===== config.mk =====
export PLATFORM = sky130hd
export DESIGN_NAME = nibble_word_packer
export DESIGN_NICKNAME = d
export VERILOG_FILES = /design/src/rtl/nibble_word_packer.sv
export SDC_FILE = /design/constraint.sdc
export NUM_CORES = 1
export LEC_CHECK = 0
export CORE_ASPECT_RATIO = 0.5
export CORE_MARGIN = 5
export CORE_UTILIZATION = 35
export DETAILED_ROUTE_END_ITERATION = 12
export PLACE_DENSITY = 0.66
export RECOVER_POWER = 25
export REMOVE_ABC_BUFFERS = 1
export SETUP_SLACK_MARGIN = 0.3
export SLEW_MARGIN = 5
export SYNTH_ARGS = -nofsm -noshare
export SYNTH_HDL_FRONTEND = slang
export SYNTH_SLANG_ARGS = --single-unit
export TNS_END_PERCENT = 20

===== constraint.sdc =====
create_clock -name clk -period 2.5 [get_ports clk]
set_input_delay 0.25 -clock clk [delete_from_list [all_inputs] [get_ports clk]]
set_output_delay 0.25 -clock clk [all_outputs]
set_load 0.05 [all_outputs]

===== src/rtl/nibble_word_packer.sv =====
`default_nettype none
// ============================================================================
// Module      : nibble_word_packer
// Description : Packs a stream of P1-bit nibbles into P2-bit words, LSB lane
//               first, with valid/ready handshakes on both sides. A nibble
//               flagged with in_last closes its word early; the unfilled lanes
//               are zero with their keep bits clear. A single pending-word
//               register lets one further word complete while the output word
//               is stalled.
// Ports       : clk, rst            - clock, synchronous active-high reset
//               in_data/in_valid/
//               in_last/in_ready    - nibble input handshake
//               out_data/out_keep/
//               out_last/out_valid/
//               out_ready           - packed word output handshake
//               word_cnt            - output handshakes, modulo 256
// Revision    : 1.0 - initial release
// ============================================================================
module nibble_word_packer #(
    parameter int  P1 = 4,
    parameter int  P2 = P1 * 2,
    localparam int N  = P2 / P1
) (
    input  logic          clk,
    input  logic          rst,
    input  logic [P1-1:0] in_data,
    input  logic          in_valid,
    input  logic          in_last,
    output logic          in_ready,
    output logic [P2-1:0] out_data,
    output logic [N-1:0]  out_keep,
    output logic          out_last,
    output logic          out_valid,
    input  logic          out_ready,
    output logic [7:0]    word_cnt
);

    localparam int                 c_IDX_W    = (N > 1) ? $clog2(N) : 1;
    localparam logic [c_IDX_W-1:0] c_LAST_IDX = c_IDX_W'(N - 1);
    localparam logic [c_IDX_W-1:0] c_IDX_ONE  = c_IDX_W'(1);

    localparam logic [0:0] c_FILL  = 1'b0;
    localparam logic [0:0] c_STALL = 1'b1;

    logic [0:0]         r_state;
    logic               r_in_ready;
    logic [c_IDX_W-1:0] r_idx;
    logic [P2-1:0]      r_acc;
    logic [N-1:0]       r_acc_keep;
    logic [P2-1:0]      r_pend_data;
    logic [N-1:0]       r_pend_keep;
    logic               r_pend_last;
    logic [P2-1:0]      r_out_data;
    logic [N-1:0]       r_out_keep;
    logic               r_out_last;
    logic               r_out_valid;
    logic [7:0]         r_word_cnt;

    logic               w_accept;
    logic               w_drain;
    logic               w_complete;
    logic [P2-1:0]      w_word;
    logic [N-1:0]       w_word_keep;

    assign w_accept   = in_valid & r_in_ready;
    assign w_drain    = r_out_valid & out_ready;
    assign w_complete = w_accept & ((r_idx == c_LAST_IDX) | in_last);

    // Accumulator with the incoming nibble merged into the current lane.
    // Lanes above idx are still zero, which gives the zero padding for free.
    always_comb begin
        w_word      = r_acc;
        w_word_keep = r_acc_keep;
        for (int i = 0; i < N; i++) begin
            if (r_idx == c_IDX_W'(i)) begin
                w_word[i*P1 +: P1] = in_data;
                w_word_keep[i]     = 1'b1;
            end
        end
    end

    always_ff @(posedge clk) begin
        if (rst) begin
            r_state     <= c_FILL;
            r_in_ready  <= 1'b1;
            r_idx       <= '0;
            r_acc       <= '0;
            r_acc_keep  <= '0;
            r_pend_data <= '0;
            r_pend_keep <= '0;
            r_pend_last <= 1'b0;
            r_out_data  <= '0;
            r_out_keep  <= '0;
            r_out_last  <= 1'b0;
            r_out_valid <= 1'b0;
            r_word_cnt  <= 8'd0;
        end else begin
            if (w_drain) begin
                r_word_cnt <= r_word_cnt + 8'd1;
            end

            if (w_accept) begin
                if (w_complete) begin
                    r_idx      <= '0;
                    r_acc      <= '0;
                    r_acc_keep <= '0;
                end else begin
                    r_idx      <= r_idx + c_IDX_ONE;
                    r_acc      <= w_word;
                    r_acc_keep <= w_word_keep;
                end
            end

            case (r_state)
                c_FILL: begin
                    // Accepts only happen in FILL, so completion is only seen here.
                    if (w_complete) begin
                        if (!r_out_valid || w_drain) begin
                            r_out_data  <= w_word;
                            r_out_keep  <= w_word_keep;
                            r_out_last  <= in_last;
                            r_out_valid <= 1'b1;
                        end else begin
                            r_pend_data <= w_word;
                            r_pend_keep <= w_word_keep;
                            r_pend_last <= in_last;
                            r_state     <= c_STALL;
                            r_in_ready  <= 1'b0;
                        end
                    end else if (w_drain) begin
                        // out_data deliberately keeps its last value.
                        r_out_valid <= 1'b0;
                    end
                end
                c_STALL: begin
                    if (w_drain) begin
                        r_out_data  <= r_pend_data;
                        r_out_keep  <= r_pend_keep;
                        r_out_last  <= r_pend_last;
                        r_out_valid <= 1'b1;
                        r_state     <= c_FILL;
                        r_in_ready  <= 1'b1;
                    end
                end
                default: begin
                    r_state    <= c_FILL;
                    r_in_ready <= 1'b1;
                end
            endcase
        end
    end

    assign in_ready  = r_in_ready;
    assign out_data  = r_out_data;
    assign out_keep  = r_out_keep;
    assign out_last  = r_out_last;
    assign out_valid = r_out_valid;
    assign word_cnt  = r_word_cnt;

endmodule
`default_nettype wire


# Yosys cells after proc, flatten, opt, wreduce, memory -nomap -nowiden
# Cells that the tools add are included.
[op_classes] n_div=0 mul=0 addsub=2 magnitude_cmp=0 n_bitwise=6 shifts=0 muxes=31 reduce_logical=6 eq_ne=6
[op_table] operator="8-bit 2-to-1 mux" count=4
[op_table] operator="8-bit one-hot mux with 2 select lines" count=1
[op_table] operator="1-bit 2-to-1 mux" count=15
[op_table] operator="3-bit AND reduction" count=4
[op_table] operator="8-bit by 1-bit adder with 8-bit output (second input constant)" count=1
[op_table] operator="2-bit 2-to-1 mux" count=4
[op_table] operator="4-bit 2-to-1 mux" count=2
[op_table] operator="1-bit one-hot mux with 2 select lines" count=4
[op_table] operator="2-bit != test (second input constant)" count=3
[op_table] operator="3-bit != test (second input constant)" count=2
[op_table] operator="2-bit one-hot mux with 2 select lines" count=1
[op_table] operator="1-bit AND" count=3
[op_table] operator="2-bit by 1-bit != test with 1-bit output (second input constant)" count=1
[op_table] operator="1-bit NOT" count=2
[op_table] operator="1-bit adder (second input constant)" count=1
[op_table] operator="1-bit logical NOT" count=1
[op_table] operator="1-bit logical OR" count=1
[op_table] operator="1-bit bitwise OR" count=1
[totals] n_memories=0 romBits=0 ramBits=0 in_bits=9 ff_bits=44 wordCells=64 latchBits=0 output_inout_bits=21

# Depth between registers and ports, before layout
# Gate-level depths: netlist of the first run.
[depth] word_depth=5 ltp_mapped=5 depth_no_buf=4

# Worst setup path before layout of the first run
# OpenSTA, ideal clock, no wires.
[synth_timing] path_kind="register to register" start="register r_out_valid (netlist: out_valid)" end="register r_word_cnt[7] (netlist: word_cnt[7])" path_buffers=1 required_time_ps=2429 setup_slack_ps=816 path_stages_with_launch=5 arrival_time_ps=1613 synth_period_minus_slack_ps=1684 setup_ps=71 path_cell_list="dfxtp_1 > buf_2 > nand3_2 > or4_1 > a21oi_1"
[synth_between] elab_chain_len=1
[synth_lines] item="from (decl)" line_no="56" text="logic r_out_valid;"
[synth_lines] item="from (signal assigned)" line_no="95" text="r_out_valid <= 1'b0;"
[synth_lines] item="from (signal assigned)" line_no="122" text="r_out_valid <= 1'b1;"
[synth_lines] item="from (signal assigned)" line_no="132" text="r_out_valid <= 1'b0;"
[synth_lines] item="1-bit AND" line_no="66" text="assign w_drain = r_out_valid & out_ready;"
[synth_lines] item="to (signal assigned)" line_no="99" text="r_word_cnt <= r_word_cnt + 8'd1;"
[synth_lines] item="to (decl)" line_no="57" text="logic [7:0] r_word_cnt;"
# Every way passes these cells.
# A chain may end at the register's enable or synchronous reset.

# Worst setup path in the final report of the first run
[layout_timing] start="register r_idx" end="register r_pend_keep[0]"
[layout_between] elab_chain_len=3 word_cells_on_any_way=4 cone_classes="mux: 1; bitwise: 2; reduce/logical: 1"
[layout_lines] item="from (decl)" line_no="47" text="logic [c_IDX_W-1:0] r_idx;"
[layout_lines] item="from (signal assigned)" line_no="108" text="r_idx <= r_idx + c_IDX_ONE;"
[layout_lines] item="1-bit bitwise OR" line_no="67" text="assign w_complete = w_accept & ((r_idx == c_LAST_IDX) | in_last);"
[layout_lines] item="1-bit AND" line_no="67"
[layout_lines] item="3-bit AND reduction (no source line)"
[layout_lines] item="to (signal assigned)" line_no="125" text="r_pend_keep <= w_word_keep;"
[layout_lines] item="to (decl)" line_no="51" text="logic [N-1:0] r_pend_keep;"
# Parallel ways exist; a longest one is shown, timed or not.

==> flow_summary.toml, run 1 <==
[global_route]
grt_pass1_wl_mm = 7.72
congestion_overflow_gr = 0
vias_in_the_first_global_route = 1597
largest_net_degree_at_the_start_of_global_routing = 32
groute.usage.overall_pct = 13.1
grt_antenna_before_repair = 0

[synthesis]
post_synth_xor_area_fraction_pct = 0.881
synth_edf_count = 0
netlist_instances = 215
synth_area_leaders = "sky130_fd_sc_hd__dfxtp_1 44%, sky130_fd_sc_hd__mux2i_1 6.0%, sky130_fd_sc_hd__mux2_2 5.1%, sky130_fd_sc_hd__o211ai_1 4.2%, sky130_fd_sc_hd__a31oi_1 3.1%"
synthesis.yosys.warnings = 0
synth_largest_area_cell = "sky130_fd_sc_hd__dfxtp_1"
syn-mean-instance-area_sq_um = 9.25
mappedNetlistArea_sq_mm = 0.00199
synth_top_area_share_pct = 44.3
post_synth_mux_area_share_pct = 11.1
main_combinational_cell_family_by_area_after_synthesis = "simple AND/OR/NAND/NOR gates"
synthSimpleGateAreaFrac_pct = 20.8
dominantRegCellSynth = "sky130_fd_sc_hd__dfxtp_1"
fraction_of_the_mapped_netlist_area_in_compound_gates_pct = 16.6
synthAdderAreaFrac_pct = 0.629
postSynthRegisterBits = 44
synth_seq_area_share_pct = 44.3
synthDistinctLibCells = 39
ys_async_sr_fraction_pct = 0

[sta]
grt_setup_unrepaired = "no"
relSlewSlack_pct = 51.9
skew_ns = 0.00550
worst_pin_slew_ns = 0.721
achievable-frequency_mhz = 490
final_min_period_over_clock_period_pct = 81.7
fin_crit_ns = 2.04
timing.setup.tns_ns = 0
final-setup-viol-count = 0
hold_violations = 0
final-max-slew-violation-count = 0
finalWorstSetupSlack_ns = 0.457

[cts]
cts-root-to-sink-buffers = 2
numClockSinks = 44
tritoncts = "built"
cts.hold.buffers_added = 0
postCtsSetupRepairBufs = 0
cts_made_buffers = 5
cts.repair.resized = 0
clock-root-buffer = "sky130_fd_sc_hd__clkbuf_16"
clk_transition_reported_paths_ns = 0.06
insertion_delay_ns = 0.28
ctsHtreeMaxLevel = 2

[detailed_routing]
routed_wl_mm = 4.62
detail-route-antenna-nets = 0
dr.first_iter.drc_count = 65
drtPass1Iterations = 4
avgRoutedWirePerCell_um = 14.8
routed-via-count = 1699
post-route-drc-count = 0
via_cell_ratio = 5.43

[run]
maxCapViolations = 0

[critical_path]
crit_path_max_incr_delay_ns = 0.58
worstSetupStartpointType = "register"
regToRegStartpoint = "r_idx"
cp_num_buf_inv = 1
reg2reg_setup_slack_ns = 0.46
critical-path-top-delay-family = "compound AO/OA/AOI/OAI gates"
worst_path_max_delay_cell = "sky130_fd_sc_hd__clkbuf_1"
critPathArrivalTime_ns = 2.24
reg2regPathDepth = 4
crit_path_max_fanout = 14
critical_path.reg2reg.endpoint = "r_pend_keep[0]"
cp-end-kind = "register"
timing_worst_setup_path_type = "reg -> reg"
worst_ep_required_time_ns = 2.70
timing.critical_path.cells = "clkbuf_1 -> o211a_1 -> a31oi_1 -> a311oi_1"

[floorplan]
cell_rows = 19
die_y_um = 63.3
chipWidth_um = 117
dieArea_sq_mm = 0.00738
start_util_pct = 36.2
core_region_area_sq_mm = 0.00549
io_pins = 30

[placed_design]
placement.io_buffers = 29
place_ws_ns = 0.324
detailed_place_hpwl_mm = 3.13
place.gp.congestion = 0.749

[layout]
finalNetCount = 249
num_antenna_cells = 0
mostFrequentLayoutCell = "sky130_fd_sc_hd__dfxtp_1"
mostFrequentLayoutCells = "44 x sky130_fd_sc_hd__dfxtp_1, 27 x sky130_fd_sc_hd__clkdlybuf4s50_1, 15 x sky130_fd_sc_hd__nand2_1"
fillerInstances = 517
drive_gt1_share_pct = 10.0
area.growth.synth_to_final_pct = 23.9

[run_status]
run_status = "finished, final reports clean"

[min_path]
worstHoldPathCells = 2
min_path_type = "reg -> reg"
whs_endpoint = "out_last"
hp-start = "out_last"

[pwr]
peakVddDrop_uv = 347
cellPowerDensity_mw_per_mm2 = 652
p_leak_nw = 0.882
==> cell type report <==
class / instances / area (sq um) / area share (%)
Sequential cell: 44 / 881 / 35.8
Tap cell: 73 / 91.3 / 3.71
Timing Repair Buffer: 35 / 328 / 13.3
Inverter: 6 / 22.5 / 0.915
Multi-Input combinational cell: 147 / 990 / 40.2
Clock inverter: 1 / 7.51 / 0.305
Clock buffer: 7 / 143 / 5.79
==> state kept, by name, indices dropped and copies added (netlist names), 2 cells and up <==
signal	cells
r_pend_data	8
out_data	8
r_acc_keep	2
out_keep	2
word_cnt	8
r_pend_keep	2
r_acc	8
==> worst register-to-register path, cell delays in order, from the launching register on <==
cell and delay, ns:
sky130_fd_sc_hd__dfxtp_1 0.41, sky130_fd_sc_hd__clkbuf_1 0.58, sky130_fd_sc_hd__o211a_1 0.56, sky130_fd_sc_hd__a31oi_1 0.15, sky130_fd_sc_hd__a311oi_1 0.26
==> per-stage QoR <==
step	area [sq um]	hold WS (ns)	instances	util [%]	power (mW)
6_report	2460	0.462	313	44.8	1.61
5_1_grt	2460	0.483	313	44.8	1.67
4_1_cts	2470	0.467	313	45.1	1.62
3_5_place_dp	2320	0.458	305	42.3	0.962
3_3_place_gp	2320	0.445	305	42.3	0.958
2_1_floorplan	1900	0.319	197	-	0.878
==> routing by layer <==
metal / part of all wire (%) / wire, um / vias up / GRT usage (%)
li1: - / - / 835 / -
met4: 1.0 / 47 / 0 / 3.72
met5: 0 / 0 / - / 0
met2: 48 / 2230 / 30 / 20.6
met3: 2.8 / 131 / 5 / 4.49
met1: 48 / 2220 / 829 / 17.1
==> Yosys cell counts (2+ instances only) <==
| library cell | count |
|---|---|
| sky130_fd_sc_hd__or4_1 | 2 |
| sky130_fd_sc_hd__buf_4 | 2 |
| sky130_fd_sc_hd__o211ai_1 | 11 |
| sky130_fd_sc_hd__nor2_1 | 9 |
| sky130_fd_sc_hd__nand2_1 | 15 |
| sky130_fd_sc_hd__nand3_1 | 3 |
| sky130_fd_sc_hd__and3_1 | 5 |
| sky130_fd_sc_hd__a31oi_1 | 10 |
| sky130_fd_sc_hd__a21oi_1 | 9 |
| sky130_fd_sc_hd__dfxtp_1 | 44 |
| sky130_fd_sc_hd__clkbuf_1 | 9 |
| sky130_fd_sc_hd__nor2b_1 | 2 |
| sky130_fd_sc_hd__nor3_1 | 11 |
| sky130_fd_sc_hd__o21ai_0 | 3 |
| sky130_fd_sc_hd__nand2b_1 | 9 |
| sky130_fd_sc_hd__mux2_2 | 9 |
| sky130_fd_sc_hd__a22oi_1 | 4 |
| sky130_fd_sc_hd__inv_1 | 5 |
| sky130_fd_sc_hd__nor4_1 | 9 |
| sky130_fd_sc_hd__o31ai_1 | 5 |
| sky130_fd_sc_hd__or3_1 | 2 |
| sky130_fd_sc_hd__buf_2 | 6 |
| sky130_fd_sc_hd__nand4_1 | 3 |
| sky130_fd_sc_hd__or2_2 | 2 |
| sky130_fd_sc_hd__mux2i_1 | 12 |
==> power by group <==
| part | internal [mW] | leakage, nW | total [mW] | switching (mW) |
|---|---|---|---|---|
| logic | 0.0773 | 0.456 | 0.207 | 0.130 |
| clock network | 0.398 | 0.0701 | 0.663 | 0.265 |
| registers | 0.722 | 0.357 | 0.736 | 0.0143 |
==> cells by family after synthesis <==
logic type	count (synthesis)
AOI/OAI and AO/OA	47
xor gates and xnor gates	2
adders and majority gates	1
buffers and inverters	24
DFF	44
muxes	21
and+or+nand+nor	76
==> worst max path at each step <==
stage	slack [ns]	end	start	cells past startpoint
3_5_place_dp	0.32	out_data[7]	in_last	5
3_3_place_gp	0.38	out_data[2]	in_last	5
2_1_floorplan	0.35	out_data[0]	out_valid	3
5_1_grt	0.32	r_pend_keep[0]	r_idx	4
4_1_cts	0.61	out_data[3]	in_last	5
6_report	0.46	r_pend_keep[0]	r_idx	4
No activity file was read; power rests on OpenSTA's default activity.
==> inputs of run 2 (changes only) <==
- clock period: 2.5 -> 1.9 ns (I/O delays scaled with it)
==> flow_summary.toml, run 2 (synthesized netlist as in run 1, its figures left out) <==
[run_status]
run_status = "finished, final reports clean"

[global_route]
grt_antenna_before_repair = 0
grt_pass1_wl_mm = 8.07
top_usage_layer = "met2"
use_met1_pct = 16.6
groute.usage.overall_pct = 13.3
use_met3_pct = 3.44
vias_in_the_first_global_route = 1738
largest_net_degree_at_the_start_of_global_routing = 23
congestion_overflow_gr = 0
groute.layer.met2.usage_pct = 22.6

[cts]
ctsHtreeMaxLevel = 2
postCtsSetupRepairBufs = 0
cts-root-to-sink-buffers = 2
tritoncts = "built"
clk_transition_reported_paths_ns = 0.06
clock-root-buffer = "sky130_fd_sc_hd__clkbuf_16"
numClockSinks = 44
cts.hold.buffers_added = 0
cts_made_buffers = 5
insertion_delay_ns = 0.29

[layout]
area.growth.synth_to_final_pct = 28.6
mostFrequentLayoutCell = "sky130_fd_sc_hd__dfxtp_1"
num_antenna_cells = 0
finish.instance_area_sq_mm = 0.00256
drive_gt1_share_pct = 14.5
mostFrequentLayoutCells = "44 x sky130_fd_sc_hd__dfxtp_1, 21 x sky130_fd_sc_hd__clkdlybuf4s50_1, 15 x sky130_fd_sc_hd__nand2_1"
layoutNonFillerInstCount = 321
finalNetCount = 257

[critical_path]
worstSetupStartpointType = "register"
critPathArrivalTime_ns = 1.50
crit_path_max_incr_delay_ns = 0.83
worst_ep_required_time_ns = 1.71
worst_path_max_delay_cell = "sky130_fd_sc_hd__clkdlybuf4s50_1"
timing_worst_setup_path_type = "reg -> out"
critical-path-top-delay-family = "buffers and inverters"
crit_path_max_fanout = 4
timing.critical_path.cells = "clkdlybuf4s50_1"
cp_num_buf_inv = 1
cp-end-kind = "output port"

[floorplan]
core_region_area_sq_mm = 0.00549
io_pins = 30
start_util_pct = 36.2
die_y_um = 63.3
cell_rows = 19
chipWidth_um = 117
dieArea_sq_mm = 0.00738

[placed_design]
cells_after_dpl = 313
post_dp_cell_area_sq_mm = 0.00238
detailed_place_hpwl_mm = 3.16
placement.io_buffers = 29
place.gp.congestion = 0.760

[sta]
fin_crit_ns = 1.69
final_min_period_over_clock_period_pct = 89.0
achievable-frequency_mhz = 591
skew_ns = 0.00768
relSlewSlack_pct = 61.9
final-max-slew-violation-count = 0
grt_setup_unrepaired = "yes"
worst_pin_slew_ns = 0.571
hold_violations = 0
final-setup-viol-count = 0

[detailed_routing]
dr.first_iter.drc_count = 97
avgRoutedWirePerCell_um = 14.7
routed_wl_mm = 4.72
drtPass1Iterations = 5
detail-route-antenna-nets = 0
via_cell_ratio = 5.50
routed-via-count = 1767
post-route-drc-count = 0

[pwr]
peakVddDrop_uv = 360
cellPowerDensity_mw_per_mm2 = 880
p_leak_nw = 1.00

[min_path]
min_path_type = "reg -> reg"

[run]
maxCapViolations = 0
-- run 2: layout make-up --
type | count | area, sq um
multi-input cells | 147 | 996
well taps | 73 | 91.3
clock buffers | 5 | 125
repair buffers | 43 | 394
flip-flops and latches | 44 | 881
inverters | 6 | 22.5
clock inverters | 3 | 46.3
fillers | 496 | 2940
-- run 2: path summary, 6_finish.rpt --
path,startpoint,endpoint,slack [ns],cells past startpoint
worst max-delay path,word_cnt[0],word_cnt[0],0.21,1
worst min-delay path,out_data[3],out_data[3],0.46,2
worst max register to register,r_idx,r_pend_data[7],0.22,4
worst min register to register,out_data[3],out_data[3],0.46,2
-- run 2: where the power goes --
part,switching (mW),internal (mW)
registers,0.0233,0.949
clock network,0.370,0.625
logic,0.169,0.113
-- run 2: metal layers --
metal  up-vias  share of wire [%]
met4         0               0.40
met2        54                 49
met5         -                  0
li1        854                  -
met1       857                 45
met3         2                5.1
-- run 2: stage by stage --
stage	hold slack, ns	util (%)	TNS (ns)	setup WS, ns	power, mW
floorplan	0.259	-	-2.69	-0.248	1.16
global placement	0.446	43.4	0	0.0967	1.28
detailed placement	0.453	43.4	0	0.0561	1.28
CTS	0.461	46.5	0	0.184	2.27
global route	0.480	46.5	0	0.0907	2.33
finish	0.457	46.5	0	0.209	2.25
-- run 2: repair_timing --
item	CTS	global route
endpoints found under the setup margin	33	18
gates resized for setup	6	3
cloned	0	0
